[src/rtl/hazard_ctrl_if.sv]
// Hazard controller bundle: ID/EX hazard inputs, Irq line,
// and the pipeline enables/flushes driven back to the core.
interface hazard_ctrl_if;
  logic       Irq;
  logic [4:0] ID_Rs;
  logic [4:0] ID_Rt;
  logic       ID_UsesRt;
  logic [2:0] ID_PCSrc;
  logic       ID_Eret;
  logic       ID_Valid;
  logic       EX_MemRd;
  logic [4:0] EX_Rt;
  logic       EX_BranchTaken;
  logic       PCWr;
  logic       IF_ID_Wr;
  logic       IF_ID_flush_n;
  logic       ID_EX_flush_n;
  logic       IrqTake;
  logic       IrqMasked;

  modport master (
    output Irq, ID_Rs, ID_Rt, ID_UsesRt,
    output ID_PCSrc, ID_Eret, ID_Valid,
    output EX_MemRd, EX_Rt, EX_BranchTaken,
    input  PCWr, IF_ID_Wr, IF_ID_flush_n,
    input  ID_EX_flush_n, IrqTake, IrqMasked
  );

  modport slave (
    input  Irq, ID_Rs, ID_Rt, ID_UsesRt,
    input  ID_PCSrc, ID_Eret, ID_Valid,
    input  EX_MemRd, EX_Rt, EX_BranchTaken,
    output PCWr, IF_ID_Wr, IF_ID_flush_n,
    output ID_EX_flush_n, IrqTake, IrqMasked
  );
endinterface

[src/rtl/hazard_ctrl.sv]
// Load-use / branch / jump hazard control plus interrupt entry,
// kernel masking and post-ERET holdoff. Ports: clk, reset (async low), hz.
module hazard_ctrl #(
  parameter int unsigned HOLDOFF = 2
) (
  input  logic         clk,
  input  logic         reset,
  hazard_ctrl_if.slave hz
);

  typedef enum logic [1:0] {
    RUN    = 2'd0,
    KERNEL = 2'd1,
    HOLD   = 2'd2
  } state_t;

  localparam logic [3:0] HOLD_LD = 4'(HOLDOFF);

  state_t     state_q, state_d;
  logic [3:0] cnt_q, cnt_d;
  logic [1:0] arm_q, arm_d;
  logic       s1_q, s2_q, s3_q;
  logic       pend_q, pend_d;

  logic br, lu, jmp, take, eret_ok, rise;

  always_comb begin
    br  = hz.EX_BranchTaken;
    lu  = hz.EX_MemRd
        && (hz.EX_Rt != 5'd0)
        && ((hz.EX_Rt == hz.ID_Rs)
        ||  (hz.ID_UsesRt
        &&   hz.EX_Rt == hz.ID_Rt));
    jmp = (hz.ID_PCSrc == 3'b010)
       || (hz.ID_PCSrc == 3'b011);
    take = !br && !lu
        && (state_q == RUN)
        && pend_q
        && hz.ID_Valid
        && (hz.ID_PCSrc == 3'b000)
        && !hz.ID_Eret;
    // A flushed or stalled ERET has not retired yet.
    eret_ok = !br && !lu && hz.ID_Eret;
    // Edge detect is blind until the chain has seen
    // three samples, so a level held across reset is ignored.
    rise = s2_q && !s3_q && (arm_q == 2'd3);
  end

  always_comb begin
    hz.PCWr          = 1'b1;
    hz.IF_ID_Wr      = 1'b1;
    hz.IF_ID_flush_n = 1'b1;
    hz.ID_EX_flush_n = 1'b1;
    hz.IrqTake       = 1'b0;
    priority case (1'b1)
      br: begin
        hz.IF_ID_flush_n = 1'b0;
        hz.ID_EX_flush_n = 1'b0;
      end
      lu: begin
        hz.PCWr          = 1'b0;
        hz.IF_ID_Wr      = 1'b0;
        hz.ID_EX_flush_n = 1'b0;
      end
      take: begin
        hz.IrqTake       = 1'b1;
        hz.IF_ID_flush_n = 1'b0;
      end
      jmp: begin
        hz.IF_ID_flush_n = 1'b0;
      end
      default: ;
    endcase
  end

  assign hz.IrqMasked = (state_q != RUN);

  always_comb begin
    arm_d  = (arm_q == 2'd3) ? arm_q
                             : arm_q + 2'd1;
    // Set wins over the clear from a take.
    pend_d = (pend_q && !take) || rise;
  end

  always_comb begin
    state_d = state_q;
    cnt_d   = cnt_q;
    unique case (state_q)
      RUN: begin
        if (take) state_d = KERNEL;
      end
      KERNEL: begin
        if (eret_ok) begin
          state_d = HOLD;
          cnt_d   = HOLD_LD;
        end
      end
      HOLD: begin
        if (cnt_q <= 4'd1) begin
          state_d = RUN;
          cnt_d   = 4'd0;
        end else begin
          cnt_d = cnt_q - 4'd1;
        end
      end
      default: begin
        state_d = RUN;
        cnt_d   = 4'd0;
      end
    endcase
  end

  always_ff @(posedge clk or negedge reset) begin
    if (!reset) begin
      state_q <= RUN;
      cnt_q   <= 4'd0;
      arm_q   <= 2'd0;
      s1_q    <= 1'b0;
      s2_q    <= 1'b0;
      s3_q    <= 1'b0;
      pend_q  <= 1'b0;
    end else begin
      state_q <= state_d;
      cnt_q   <= cnt_d;
      arm_q   <= arm_d;
      s1_q    <= hz.Irq;
      s2_q    <= s1_q;
      s3_q    <= s2_q;
      pend_q  <= pend_d;
    end
  end

endmodule

[src/flat_wrapper.sv]
// flat-port wrapper written by rule: the top's interface ports become plain ports
module hazard_ctrl_flat 
#(
  parameter int unsigned HOLDOFF = 2
)
  (clk, reset, hz_Irq, hz_ID_Rs, hz_ID_Rt, hz_ID_UsesRt, hz_ID_PCSrc, hz_ID_Eret, hz_ID_Valid, hz_EX_MemRd, hz_EX_Rt, hz_EX_BranchTaken, hz_PCWr, hz_IF_ID_Wr, hz_IF_ID_flush_n, hz_ID_EX_flush_n, hz_IrqTake, hz_IrqMasked);
  hazard_ctrl_if hz_i ();
  input  logic clk;
  input  logic reset;
  input wire logic [$bits(hz_i.Irq)-1:0] hz_Irq;
  input wire logic [$bits(hz_i.ID_Rs)-1:0] hz_ID_Rs;
  input wire logic [$bits(hz_i.ID_Rt)-1:0] hz_ID_Rt;
  input wire logic [$bits(hz_i.ID_UsesRt)-1:0] hz_ID_UsesRt;
  input wire logic [$bits(hz_i.ID_PCSrc)-1:0] hz_ID_PCSrc;
  input wire logic [$bits(hz_i.ID_Eret)-1:0] hz_ID_Eret;
  input wire logic [$bits(hz_i.ID_Valid)-1:0] hz_ID_Valid;
  input wire logic [$bits(hz_i.EX_MemRd)-1:0] hz_EX_MemRd;
  input wire logic [$bits(hz_i.EX_Rt)-1:0] hz_EX_Rt;
  input wire logic [$bits(hz_i.EX_BranchTaken)-1:0] hz_EX_BranchTaken;
  output wire logic [$bits(hz_i.PCWr)-1:0] hz_PCWr;
  output wire logic [$bits(hz_i.IF_ID_Wr)-1:0] hz_IF_ID_Wr;
  output wire logic [$bits(hz_i.IF_ID_flush_n)-1:0] hz_IF_ID_flush_n;
  output wire logic [$bits(hz_i.ID_EX_flush_n)-1:0] hz_ID_EX_flush_n;
  output wire logic [$bits(hz_i.IrqTake)-1:0] hz_IrqTake;
  output wire logic [$bits(hz_i.IrqMasked)-1:0] hz_IrqMasked;
  assign hz_i.Irq = hz_Irq;
  assign hz_i.ID_Rs = hz_ID_Rs;
  assign hz_i.ID_Rt = hz_ID_Rt;
  assign hz_i.ID_UsesRt = hz_ID_UsesRt;
  assign hz_i.ID_PCSrc = hz_ID_PCSrc;
  assign hz_i.ID_Eret = hz_ID_Eret;
  assign hz_i.ID_Valid = hz_ID_Valid;
  assign hz_i.EX_MemRd = hz_EX_MemRd;
  assign hz_i.EX_Rt = hz_EX_Rt;
  assign hz_i.EX_BranchTaken = hz_EX_BranchTaken;
  assign hz_PCWr = hz_i.PCWr;
  assign hz_IF_ID_Wr = hz_i.IF_ID_Wr;
  assign hz_IF_ID_flush_n = hz_i.IF_ID_flush_n;
  assign hz_ID_EX_flush_n = hz_i.ID_EX_flush_n;
  assign hz_IrqTake = hz_i.IrqTake;
  assign hz_IrqMasked = hz_i.IrqMasked;
  hazard_ctrl #(.HOLDOFF(HOLDOFF)) u_core (.clk(clk), .reset(reset), .hz(hz_i));
endmodule
[config.mk]
export PLATFORM = sky130hd
export DESIGN_NAME = hazard_ctrl_flat
export DESIGN_NICKNAME = d
export VERILOG_FILES = /design/src/rtl/hazard_ctrl_if.sv /design/src/rtl/hazard_ctrl.sv /design/src/flat_wrapper.sv
export SDC_FILE = /design/constraint.sdc
export NUM_CORES = 1
export LEC_CHECK = 0
export ABC_AREA = 1
export BUFFER_PORTS_ARGS = -buffer_cell sky130_fd_sc_hd__clkbuf_2
export CAP_MARGIN = 20
export CORE_MARGIN = 2
export CORE_UTILIZATION = 25
export DETAILED_ROUTE_END_ITERATION = 10
export PLACE_DENSITY = 0.45
export SLEW_MARGIN = 20
export SYNTH_ARGS = -nofsm -noshare
export SYNTH_HDL_FRONTEND = slang
export SYNTH_SLANG_ARGS = --single-unit
[constraint.sdc]
create_clock -name clk -period 1.7 [get_ports clk]
set_input_delay 0.255 -clock clk [delete_from_list [all_inputs] [get_ports clk]]
set_output_delay 0.255 -clock clk [all_outputs]
set_load 0.03 [all_outputs]
Yosys cells after proc, flatten, opt, wreduce, memory -nomap -nowiden:

Cells that the tools add are included.

* flip-flop bits (word level): 12
* bits of input ports: 26
* output and inout port bits: 6
* logic and storage cells: 65

* add/sub/neg operators: 2
* $lt $le $gt $ge: 1
* equal/unequal tests: 10
* mux-type cells: 17
* bitwise logic cells: 1
* reduce and logical (&&, ||, !) cells: 27

Operators by type and width (number)
* logical AND 1 bit: 13
* case mux 4 bit (3 select lines): 1
* equality test 5 bit: 2
* 2-to-1 mux 1 bit: 10
* 2-to-1 mux 4 bit: 2
* equality test 3 x 2 -> 1 bit, second input constant: 2
* 2-to-1 mux 2 bit: 3
* != test 2 x 1 -> 1 bit, second input constant: 3
* case mux 2 bit (3 select lines): 1
* zero test 1 bit: 5
* nonzero test 5 bit: 1
* equality test 2 bit, second input constant: 2
* <= comparator 4 x 1 -> 1 bit, second input constant: 1
* subtractor 4 x 1 -> 4 bit, second input constant: 1
* zero test 3 bit: 1
* logical OR 1 bit: 3
* AND reduction 3 bit: 1
* adder 2 x 1 -> 2 bit, second input constant: 1
* equality test 2 x 1 -> 1 bit, second input constant: 1
* zero test 2 bit: 1
* AND reduction 2 bit: 1
* nonzero test 2 bit: 1
* NOT 1 bit: 1

Depth between registers and ports, before layout:

Gate-level depths: netlist of run 1.

* word-level depth: 14
* gate-level depth with buffers: 12
* depth with buffers taken out: 12

Worst setup path before layout of run 1:

No wires, ideal clock.

* kind: reg-to-output
* start point: reg u_core.state_q[0]
* end point: out hz_IF_ID_flush_n
* data arrival time: 1695 ps
* data required time: 1445 ps
* path slack: -250 ps
* stages on the path, launching flop included: 6
* buffers on the path: 0
* cells stage by stage: dfrtp_1 > inv_1 > ha_1 > inv_2 > nor4_4 > o21ai_0

* cells in the longest elaborated chain, start to end: 9

Ends and longest elaborated chain
* start, declared: line hazard_ctrl.sv:19 `state_t state_q, state_d;`
* start signal, assigned: line hazard_ctrl.sv:123 `state_q <= state_d;`
* zero test 2 bit: line hazard_ctrl.sv:37 `&& (state_q == RUN)`
* logical AND 1 bit: line hazard_ctrl.sv:37
* logical AND 1 bit: line hazard_ctrl.sv:38 `&& pend_q`
* logical AND 1 bit: line hazard_ctrl.sv:39 `&& hz.ID_Valid`
* logical AND 1 bit: line hazard_ctrl.sv:40 `&& (hz.ID_PCSrc == 3'b000)`
* logical AND 1 bit: line hazard_ctrl.sv:41 `&& !hz.ID_Eret;`
* 2-to-1 mux 1 bit (3 in a row): line hazard_ctrl.sv:55 `priority case (1'b1)`
* end, declared: line flat_wrapper.sv:22 `output wire logic [$bits(hz_i.IF_ID_flush_n)-1:0] hz_IF_ID_flush_n;`

Every way passes these cells.

Worst setup path after layout of run 1:

* start point: reg u_core.state_q[1]
* end point: out hz_IrqTake

* cells in the longest elaborated chain, start to end: 9

Ends and longest elaborated chain
* zero test 2 bit: line hazard_ctrl.sv:37
* logical AND 1 bit: line hazard_ctrl.sv:37
* logical AND 1 bit: line hazard_ctrl.sv:38
* logical AND 1 bit: line hazard_ctrl.sv:39
* logical AND 1 bit: line hazard_ctrl.sv:40
* logical AND 1 bit: line hazard_ctrl.sv:41
* 2-to-1 mux 1 bit (3 in a row): line hazard_ctrl.sv:55
* end, declared: line flat_wrapper.sv:24 `output wire logic [$bits(hz_i.IrqTake)-1:0] hz_IrqTake;`

Every way passes these cells.

==> run_results.csv, run 1 <==
group,metric,value,unit
outcome,status,"complete, no violations",
power,ir_worst_vdd,661,uV
synth,netlist_area,968,um2
sta,finalSetupViolCount,0,
die,die_h,66.2,um
route,wirelength,2130,um
setup_path,cp.arrival,1380,ps
die,core,3690,um2
job,cap_viol_max_count,0,
clocking,cts_tree,"yes",
grt,grt_pass1_wl,3720,um
sta,min_period,1640,ps
die,die_x,66.2,um
route,routed-wl-met3,124,um
route,via_count,939,
min_path,holdPathEnd,"u_core.s1_q",
setup_path,crit_type,"reg2out",
die,design.die.area,4390,um2
sta,fin_tns_setup,0,ps
grt,grt_max_degree,13,
route,ant_nets,0,
sta,fin_skew,3.99,ps
setup_path,slowest_delay,390,ps
sta,max_freq,611,MHz
cells_and_area,n_antenna_cell,0,
clocking,clk_path_buf_depth,2,
die,placementRows,22,
min_path,hold_start,"hz_Irq",
synth,syn_nets,166,
grt,grtUsageTotal,10.7,%
cells_and_area,mostFrequentLayoutCell,"nand2_1",
setup_path,r2r-end,"u_core.state_q[0]",
power,sequentialPowerShare,25.2,%
sta,worst_slew_margin_rel,78.8,%
power,p_leak,0.752,nW
synth,syn_area_per_cell,7.34,um2
power,p_int,0.869,mW
power,p_total,1.46,mW
clocking,path_clk_slew,50,ps
setup_path,cp_slowest_cell,"dfrtp_1",
synth,synth_seq_area_share,31.0,%
synth,synth_top_cell_by_area,"dfrtp_1",
setup_path,end_kind,"primary output",
route,wl_met1,999,um
setup_path,crit_chain,"inv_2 > ha_4 > inv_4 > nor4_4 > nand3_2 > inv_2 > buf_8",
clocking,htreeDepth,1,
route,drt-vias-per-instance,4.23,
setup_path,crit_path_start_kind,"flop",
sta,worst_pin_slew,317,ps
placement,placed_area,1210,um2
cells_and_area,final_nets,209,
die,initial_core_util,26.3,%
placement,portBuffers,31,
synth,synth.area.top_cells,"dfrtp_1 31%, nand2_1 16%, ha_1 10%",
power,pwr-share-clk,21.1,%
route,wl_per_cell,9.60,um
cells_and_area,drive_gt1_share,36.8,%
power,switching_share,40.4,%
grt,grt_pass1_vias,910,
route,met2_length,989,um
clocking,clk_latency,240,ps
route,dr.pass1.iters,4,
synth,ys.warnings.count,0,
route,drt_iter0_drc,20,
route,top_layer,"met4",
die,io_pins,32,
sta,hold_violations,0,
clocking,cts_made_buffers,3,
placement,place.gp.congestion,0.826,
setup_path,reg2reg_setup_slack,200,ps
synth,ys_types,24,
power,p_switching,0.589,mW
sta,rsz0062_at_grt,"yes",
setup_path,worst-path-max-fanout,2,
cells_and_area,fin_area,1320,um2
setup_path,r2r-start,"u_core.state_q[1]",
placement,hpwl,1730,um
grt,grt_antenna_before_repair,0,
cells_and_area,area_growth,36.7,%
clocking,root_buffer,"clkbuf_8",
route,drc,0,
cells_and_area,layout_common_cells,"42 x nand2_1, 30 x clkbuf_2, 19 x inv_1",
grt,grt_remaining_overflow,0,
power,power-per-cell-area,1100,nW/um2
sta,period_share,96.2,%
synth,yosys_register_bits,12,
synth,synth_top_cell_area_share,31.0,%
min_path,min_path_type,"in2reg",
power,p_comb_share,53.6,%
setup_path,ff2ff_path_depth,10,
min_path,whs_path_depth,1,
sta,slew_violations,0,
setup_path,cp.required,1440,ps
setup_path,crit_top_cell,"inv_2",
synth,postSynthCellCount,132,
clocking,cts_sinks,12,
[cells in the mapped netlist]
library cell	n
a21oi_1	1
nand3_1	3
nand3_2	2
nand4_1	4
nand3_4	1
nand2_8	1
inv_1	22
a22o_1	1
dfrtp_1	12
nand2_2	3
xnor2_1	2
nand2_1	42
o21ai_1	2
nor3_1	2
buf_4	1
xor2_1	2
ha_1	8
o21ai_2	2
o31ai_1	1
nor2_1	10
nor4_4	1
inv_2	5
nand2_4	2
o21ai_0	2
[sequential cells by signal, summed over array words and instances (netlist names)]
register	cells
u_core.cnt_q	4
u_core.arm_q	2
u_core.state_q	2
u_core.pend_q	1
u_core.s1_q	1
u_core.s2_q	1
u_core.s3_q	1
[how the worst max path moves through the flow]
stage | startpoint | end | slack (ps) | depth (start not counted)
3_3_place_gp | u_core.state_q[1] | hz_IrqTake | 60 | 7
3_5_place_dp | u_core.state_q[1] | hz_IrqTake | 20 | 7
5_1_grt | u_core.state_q[1] | hz_IrqTake | -30 | 7
4_1_cts | u_core.state_q[0] | hz_IrqTake | 30 | 7
6_report | u_core.state_q[1] | hz_IrqTake | 60 | 7
2_1_floorplan | u_core.state_q[0] | hz_IF_ID_flush_n | -20 | 5
[per-stage QoR]
step | setup WS (ps) | hold slack (ps) | instances | util [%]
floorplan | -18.1 | -40.6 | 132 | -
global placement | 57.1 | 157 | 215 | 32.9
detailed placement | 24.1 | 166 | 215 | 32.9
CTS | 32.6 | 117 | 222 | 35.7
global route | -34.8 | 121 | 222 | 35.9
finish | 63.9 | 119 | 222 | 35.9
[area by class of cell]
cell class                      count  area (um2)
Clock buffer                        4        55.1
Fill cell                         407        2360
Inverter                           27         104
Multi-Input combinational cell     92         577
Sequential cell                    12         300
Tap cell                           48        60.1
Timing Repair Buffer               39         228
[power groups by stage]
| stage | clock network, mW | registers, mW | logic (mW) |
|---|---|---|---|
| floorplan | 0 | 0.369 | 0.478 |
| global placement | 0 | 0.369 | 0.695 |
| detailed placement | 0 | 0.371 | 0.706 |
| CTS | 0.320 | 0.367 | 0.767 |
| global route | 0.331 | 0.374 | 0.886 |
| finish | 0.308 | 0.368 | 0.782 |
[routing by layer]
layer	vias to the layer above	global-route usage (%)
met5	-	0
met4	0	3.32
met3	4	1.53
met2	31	17.9
met1	417	14.2
li1	487	-
[cell families after synthesis]
logic type	after synthesis	share of synthesized area, %
simple gates	71	37.7
buf+inv	28	11.2
flops	12	31.0
compound gates	9	6.07
fa+ha+maj	8	10.3
xor+xnor	4	3.62
[critical path: cells and delay by family (launching register included)]
kind | cells | cell delay, ps
adder cells (fa/ha/maj) | 1 | 150
flip-flops | 1 | 390
AND/OR/NAND/NOR | 2 | 290
buffers and inverters | 4 | 320
[what timing repair did]
item                       4_1_cts  5_1_grt
hold buffers                     1        0
gates resized for setup          6        3
setup buffers                    2        0
hold endpoints to repair        12        0
pin swaps                        3        1
gates cloned                     0        0
setup endpoints to repair        2        3
No activity file was read; power rests on OpenSTA's default activity.
==> run 2: changes to the inputs <==
--- a/config.mk
+++ b/config.mk
@@ -12,6 +12,7 @@
 export CORE_UTILIZATION = 25
 export DETAILED_ROUTE_END_ITERATION = 10
 export PLACE_DENSITY = 0.45
+export REMOVE_ABC_BUFFERS = 1
 export SLEW_MARGIN = 20
 export SYNTH_ARGS = -nofsm -noshare
 export SYNTH_HDL_FRONTEND = slang
==> run 2 against run 1 <==
Power increased by 1.8%. Critical endpoint unchanged. Wire length decreased by 3.1%. Largest cell class unchanged. Clock skew decreased by 3.2 ps.
==> run_results.csv, run 2 (synthesis results as in run 1) <==
group,metric,value,unit
cells_and_area,mostFrequentLayoutCell,"nand2_1",
setup_path,cp.arrival,1430,ps
placement,hpwl,1700,um
cells_and_area,top_regs,"u_core.cnt_q (4), u_core.arm_q (2), u_core.state_q (2)",
die,core,3690,um2
sta,hold_violations,0,
clocking,clk_path_buf_depth,2,
grt,grt_remaining_overflow,0,
die,design.die.area,4390,um2
clocking,cts_sinks,12,
setup_path,worst-path-max-fanout,2,
power,p_switching,0.589,mW
grt,grtUsageTotal,10.3,%
power,p_comb_share,54.7,%
cells_and_area,drive_gt1_share,36.9,%
setup_path,cp_slowest_cell,"dfrtp_1",
clocking,cts_made_buffers,3,
placement,portBuffers,31,
setup_path,cp.required,1440,ps
power,sequentialPowerShare,24.7,%
route,via_count,908,
job,cap_viol_max_count,0,
power,p_leak,0.766,nW
setup_path,crit_chain,"inv_2 > ha_4 > inv_2 > nor4_4 > nand3_2 > inv_2 > buf_8",
grt,grt_antenna_before_repair,0,
route,dr.pass1.iters,4,
cells_and_area,fillCellCount,403,
sta,worst_slew_margin_rel,75.1,%
route,drt-vias-per-instance,4.05,
setup_path,crit_type,"reg2out",
sta,rsz0062_at_grt,"yes",
die,die_x,66.2,um
sta,finalSetupViolCount,0,
power,power-per-cell-area,1110,nW/um2
setup_path,slowest_delay,380,ps
sta,fin_tns_setup,0,ps
clocking,clk_latency,230,ps
clocking,path_clk_slew,50,ps
route,drt_iter0_drc,8,
clocking,cts_tree,"yes",
die,placementRows,22,
sta,slew_violations,0,
cells_and_area,final_nets,211,
power,p_int,0.895,mW
route,drc,0,
power,p_total,1.48,mW
setup_path,crit_path_start_kind,"flop",
placement,place.gp.congestion,0.861,
cells_and_area,fin_util,36.2,%
die,io_pins,32,
grt,grt_max_degree,13,
sta,fin_skew,0.826,ps
route,wirelength,2070,um
grt,grt_pass1_wl,3610,um
die,initial_core_util,26.3,%
cells_and_area,regMostFlops,"u_core.cnt_q",
route,ant_nets,0,
setup_path,end_kind,"primary output",
power,pwr-share-clk,20.6,%
outcome,status,"complete, no violations",
sta,period_share,99.2,%
cells_and_area,layout_common_cells,"42 x nand2_1, 29 x clkbuf_2, 19 x inv_1",
route,wl_per_cell,9.22,um
power,ir_worst_vdd,740,uV
clocking,htreeDepth,1,
sta,max_freq,593,MHz
grt,grt_pass1_vias,926,
clocking,root_buffer,"clkbuf_8",
sta,worst_pin_slew,370,ps
cells_and_area,area_growth,37.7,%
power,switching_share,39.7,%
setup_path,crit_top_cell,"inv_2",
min_path,min_path_type,"in2reg",
sta,min_period,1690,ps
die,die_h,66.2,um
cells_and_area,largest_reg_flops,4,
cells_and_area,n_antenna_cell,0,
## run 2: changes by cell type in the layout (fill, tap and decap cells not counted), sizes merged
cell	delta
clkbuf	-1
buf	+3
## run 2: routing by layer
metal,track usage (%),vias up,share of wire (%)
li1,-,491,-
met1,12.9,392,49
met5,0,-,0
met3,2.39,2,6.0
met2,17.8,23,45
met4,2.55,0,0.39
## run 2: worst max-delay path: cells and delay by family (launching register included)
| family | cells | cell delay [ps] |
|---|---|---|
| buf+inv | 4 | 310 |
| fa+ha+maj | 1 | 140 |
| simple gates | 2 | 360 |
| flops | 1 | 380 |
## run 2: through the flow
| step | hold WS [ps] | setup slack [ps] | cells | instance area, um2 |
|---|---|---|---|---|
| global placement | 155 | 58.0 | 215 | 1210 |
| CTS | 119 | 1.01 | 223 | 1310 |
| finish | 124 | 13.4 | 224 | 1330 |
| detailed placement | 160 | 25.2 | 215 | 1210 |
| global route | 120 | -102 | 224 | 1330 |
| floorplan | -40.6 | -253 | 131 | 961 |
## run 2: worst paths after layout
kind                                        start                end  slack, ps  depth (start not counted)
worst max-delay path            u_core.state_q[0]         hz_IrqTake         10                          7
worst min-delay path                       hz_Irq        u_core.s1_q        120                          1
worst max register to register    u_core.cnt_q[0]  u_core.state_q[1]        130                          8
worst min register to register        u_core.s1_q        u_core.s2_q        350                          0
max in group asynchronous                   reset        u_core.s3_q       1020                          2
min in group asynchronous                   reset        u_core.s1_q        440                          2
## run 2: what timing repair did
action | CTS | global route
hold endpoints to repair | 12 | 0
cloned | 0 | 0
pin swaps | 3 | 3
setup endpoints to repair | 2 | 2
setup buffers | 3 | 1
hold buffers | 1 | 0
gates resized for setup | 4 | 6
## run 2: layout make-up
| class | count | area (um2) | share of cell area [%] |
|---|---|---|---|
| multi-input combinational | 92 | 572 | 42.9 |
| sequential | 12 | 300 | 22.5 |
| clock buffer | 4 | 55.1 | 4.13 |
| tap | 48 | 60.1 | 4.50 |
| inverter | 27 | 101 | 7.60 |
| timing repair buffer | 41 | 245 | 18.4 |
## run 2: power groups by stage
| stage | Sequential, mW | Clock, mW | Combinational, mW |
|---|---|---|---|
| 6_report | 0.367 | 0.306 | 0.811 |
| 4_1_cts | 0.363 | 0.316 | 0.760 |
| 2_1_floorplan | 0.369 | 0 | 0.477 |
| 3_5_place_dp | 0.370 | 0 | 0.707 |
| 3_3_place_gp | 0.368 | 0 | 0.694 |
| 5_1_grt | 0.372 | 0.332 | 0.893 |
==> run 3: changes to the inputs <==
==> constraint.sdc (replaced) <==
create_clock -name clk -period 1.7 [get_ports clk]
set_input_delay 0.17 -clock clk [delete_from_list [all_inputs] [get_ports clk]]
set_output_delay 0.17 -clock clk [all_outputs]
set_load 0.1 [all_outputs]
==> run 3 against run 2 <==
Worst hold slack lost 86 ps. Setup slack improved by 54 ps. Wire length rose by 1.2%. Non-clock buffer count down 2. Final area rose by 5.1%. Cell count down 0.89%. Critical path type unchanged. Highest routed layer unchanged.
==> run_results.csv, run 3 (synthesis results as in run 1) <==
group,metric,value,unit
min_path,hold_start,"hz_Irq",
setup_path,end_kind,"primary output",
placement,place.gp.congestion,0.898,
sta,hold_violations,0,
route,wl_per_cell,9.41,um
min_path,holdPathEnd,"u_core.s1_q",
setup_path,cp_slowest_cell,"dfrtp_1",
setup_path,cp.required,1530,ps
die,placementRows,22,
min_path,whs_path_depth,1,
setup_path,crit_top_cell,"inv_2",
cells_and_area,regArea,300,um2
route,drt_iter0_drc,28,
cells_and_area,n_antenna_cell,0,
setup_path,cp.arrival,1460,ps
route,ant_nets,0,
setup_path,slowest_delay,390,ps
route,dr.pass1.iters,4,
placement,portBuffers,31,
power,p_leak,0.781,nW
sta,fin_tns_setup,0,ps
clocking,clk_latency,230,ps
cells_and_area,largest_reg_flops,4,
die,die_h,66.2,um
sta,fin_skew,0.859,ps
cells_and_area,fin_util,38.0,%
sta,period_share,96.0,%
cells_and_area,layout_common_cells,"42 x nand2_1, 25 x clkbuf_2, 19 x inv_1",
cells_and_area,multi_input_area,577,um2
grt,grt_remaining_overflow,0,
setup_path,crit_family,"buffers and inverters",
sta,finalSetupViolCount,0,
setup_path,critical_path_depth,7,
sta,rsz0062_at_grt,"yes",
clocking,clk_path_buf_depth,2,
power,sequentialPowerShare,23.2,%
placement,hpwl,1750,um
die,initial_core_util,26.3,%
outcome,status,"complete, no violations",
power,pwr-share-clk,19.0,%
setup_path,ff2ff_path_depth,10,
sta,max_freq,612,MHz
grt,grt_pass1_vias,935,
cells_and_area,area_growth,44.7,%
die,design.die.area,4390,um2
grt,grt_max_degree,13,
route,drt-vias-per-instance,4.05,
sta,min_period,1630,ps
route,drc,0,
sta,worst_slew_margin_rel,80.0,%
die,core,3690,um2
cells_and_area,mostFrequentLayoutCell,"nand2_1",
setup_path,cp_num_buf_inv,4,
route,wirelength,2090,um
setup_path,reg2reg_setup_slack,190,ps
clocking,cts_made_buffers,3,
sta,slew_violations,0,
cells_and_area,regMostFlops,"u_core.cnt_q",
power,switching_share,43.1,%
grt,grtUsageTotal,10.8,%
cells_and_area,top_regs,"u_core.cnt_q (4), u_core.arm_q (2), u_core.state_q (2)",
route,via_count,900,
power,p_comb_share,57.8,%
die,die_x,66.2,um
clocking,htreeDepth,1,
clocking,root_buffer,"clkbuf_8",
cells_and_area,final_nets,209,
setup_path,crit_chain,"inv_2 > ha_4 > inv_2 > nor4_4 > nand3_2 > inv_2 > buf_12",
power,p_switching,0.688,mW
setup_path,crit_type,"reg2out",
grt,grt_pass1_wl,3700,um
power,power-per-cell-area,1140,nW/um2
job,cap_viol_max_count,0,
sta,fin_ws,67.2,ps
grt,grt_antenna_before_repair,0,
setup_path,crit_path_start_kind,"flop",
sta,worst_pin_slew,301,ps
clocking,cts_tree,"yes",
placement,post-place-ws,64.5,ps
setup_path,r2r-end,"u_core.state_q[0]",
die,io_pins,32,
power,p_int,0.907,mW
power,ir_worst_vdd,942,uV
clocking,cts_sinks,12,
setup_path,worst-path-max-fanout,3,
min_path,min_path_type,"in2reg",
cells_and_area,drive_gt1_share,36.8,%
cells_and_area,fillCellCount,379,
setup_path,r2r-start,"u_core.state_q[0]",
clocking,path_clk_slew,50,ps
run 3: cell count changes in the layout (fill, tap and decap cells not counted), sizes merged:
cell    change
clkbuf      -4
buf         +2
run 3: worst max-delay path by stage:
stage	from	to	slack (ps)
6_report	u_core.state_q[0]	hz_IrqTake	70
5_1_grt	u_core.state_q[0]	hz_IrqTake	-20
4_1_cts	u_core.state_q[0]	hz_IrqTake	30
3_5_place_dp	u_core.state_q[0]	hz_IrqTake	60
3_3_place_gp	u_core.state_q[0]	hz_IrqTake	100
2_1_floorplan	hz_EX_Rt[1]	hz_IF_ID_flush_n	-2530
run 3: through the flow:
stage	power [mW]	cells	instance area, um2	hold WS (ps)
6_report	1.59	222	1400	38.3
4_1_cts	1.58	222	1390	29.6
5_1_grt	1.72	222	1400	27.1
3_3_place_gp	1.22	215	1300	65.9
2_1_floorplan	0.949	131	961	-126
3_5_place_dp	1.24	215	1300	72.9
run 3: metal layers:
layer,vias to the layer above,track usage (%),part of all wire [%]
met2,31,19.0,45
met5,-,0,0
met3,2,2.90,8.3
met4,0,4.34,0.81
met1,380,12.3,46
li1,487,-,-
run 3: final cells by class:
class | count | area share [%]
multi-input cells | 92 | 41.2
repair buffers | 39 | 22.0
flip-flops and latches | 12 | 21.4
inverters | 27 | 7.23
well taps | 48 | 4.29
clock buffers | 4 | 3.93
run 3: power by group through the flow:
stage | logic [mW] | clock network [mW] | registers (mW)
2_1_floorplan | 0.580 | 0 | 0.369
3_3_place_gp | 0.851 | 0 | 0.368
3_5_place_dp | 0.864 | 0 | 0.372
4_1_cts | 0.897 | 0.318 | 0.365
5_1_grt | 1.01 | 0.332 | 0.373
6_report | 0.922 | 0.303 | 0.370
run 3: what timing repair did:
| action | in CTS | in global routing |
|---|---|---|
| gates cloned | 0 | 0 |
| buffers inserted | 2 | 0 |
| endpoints found under the setup margin | 2 | 5 |
| gates resized for setup | 4 | 3 |
| pin swaps | 2 | 0 |
| endpoints found under the hold margin | 12 | 0 |
| hold buffers | 1 | 0 |
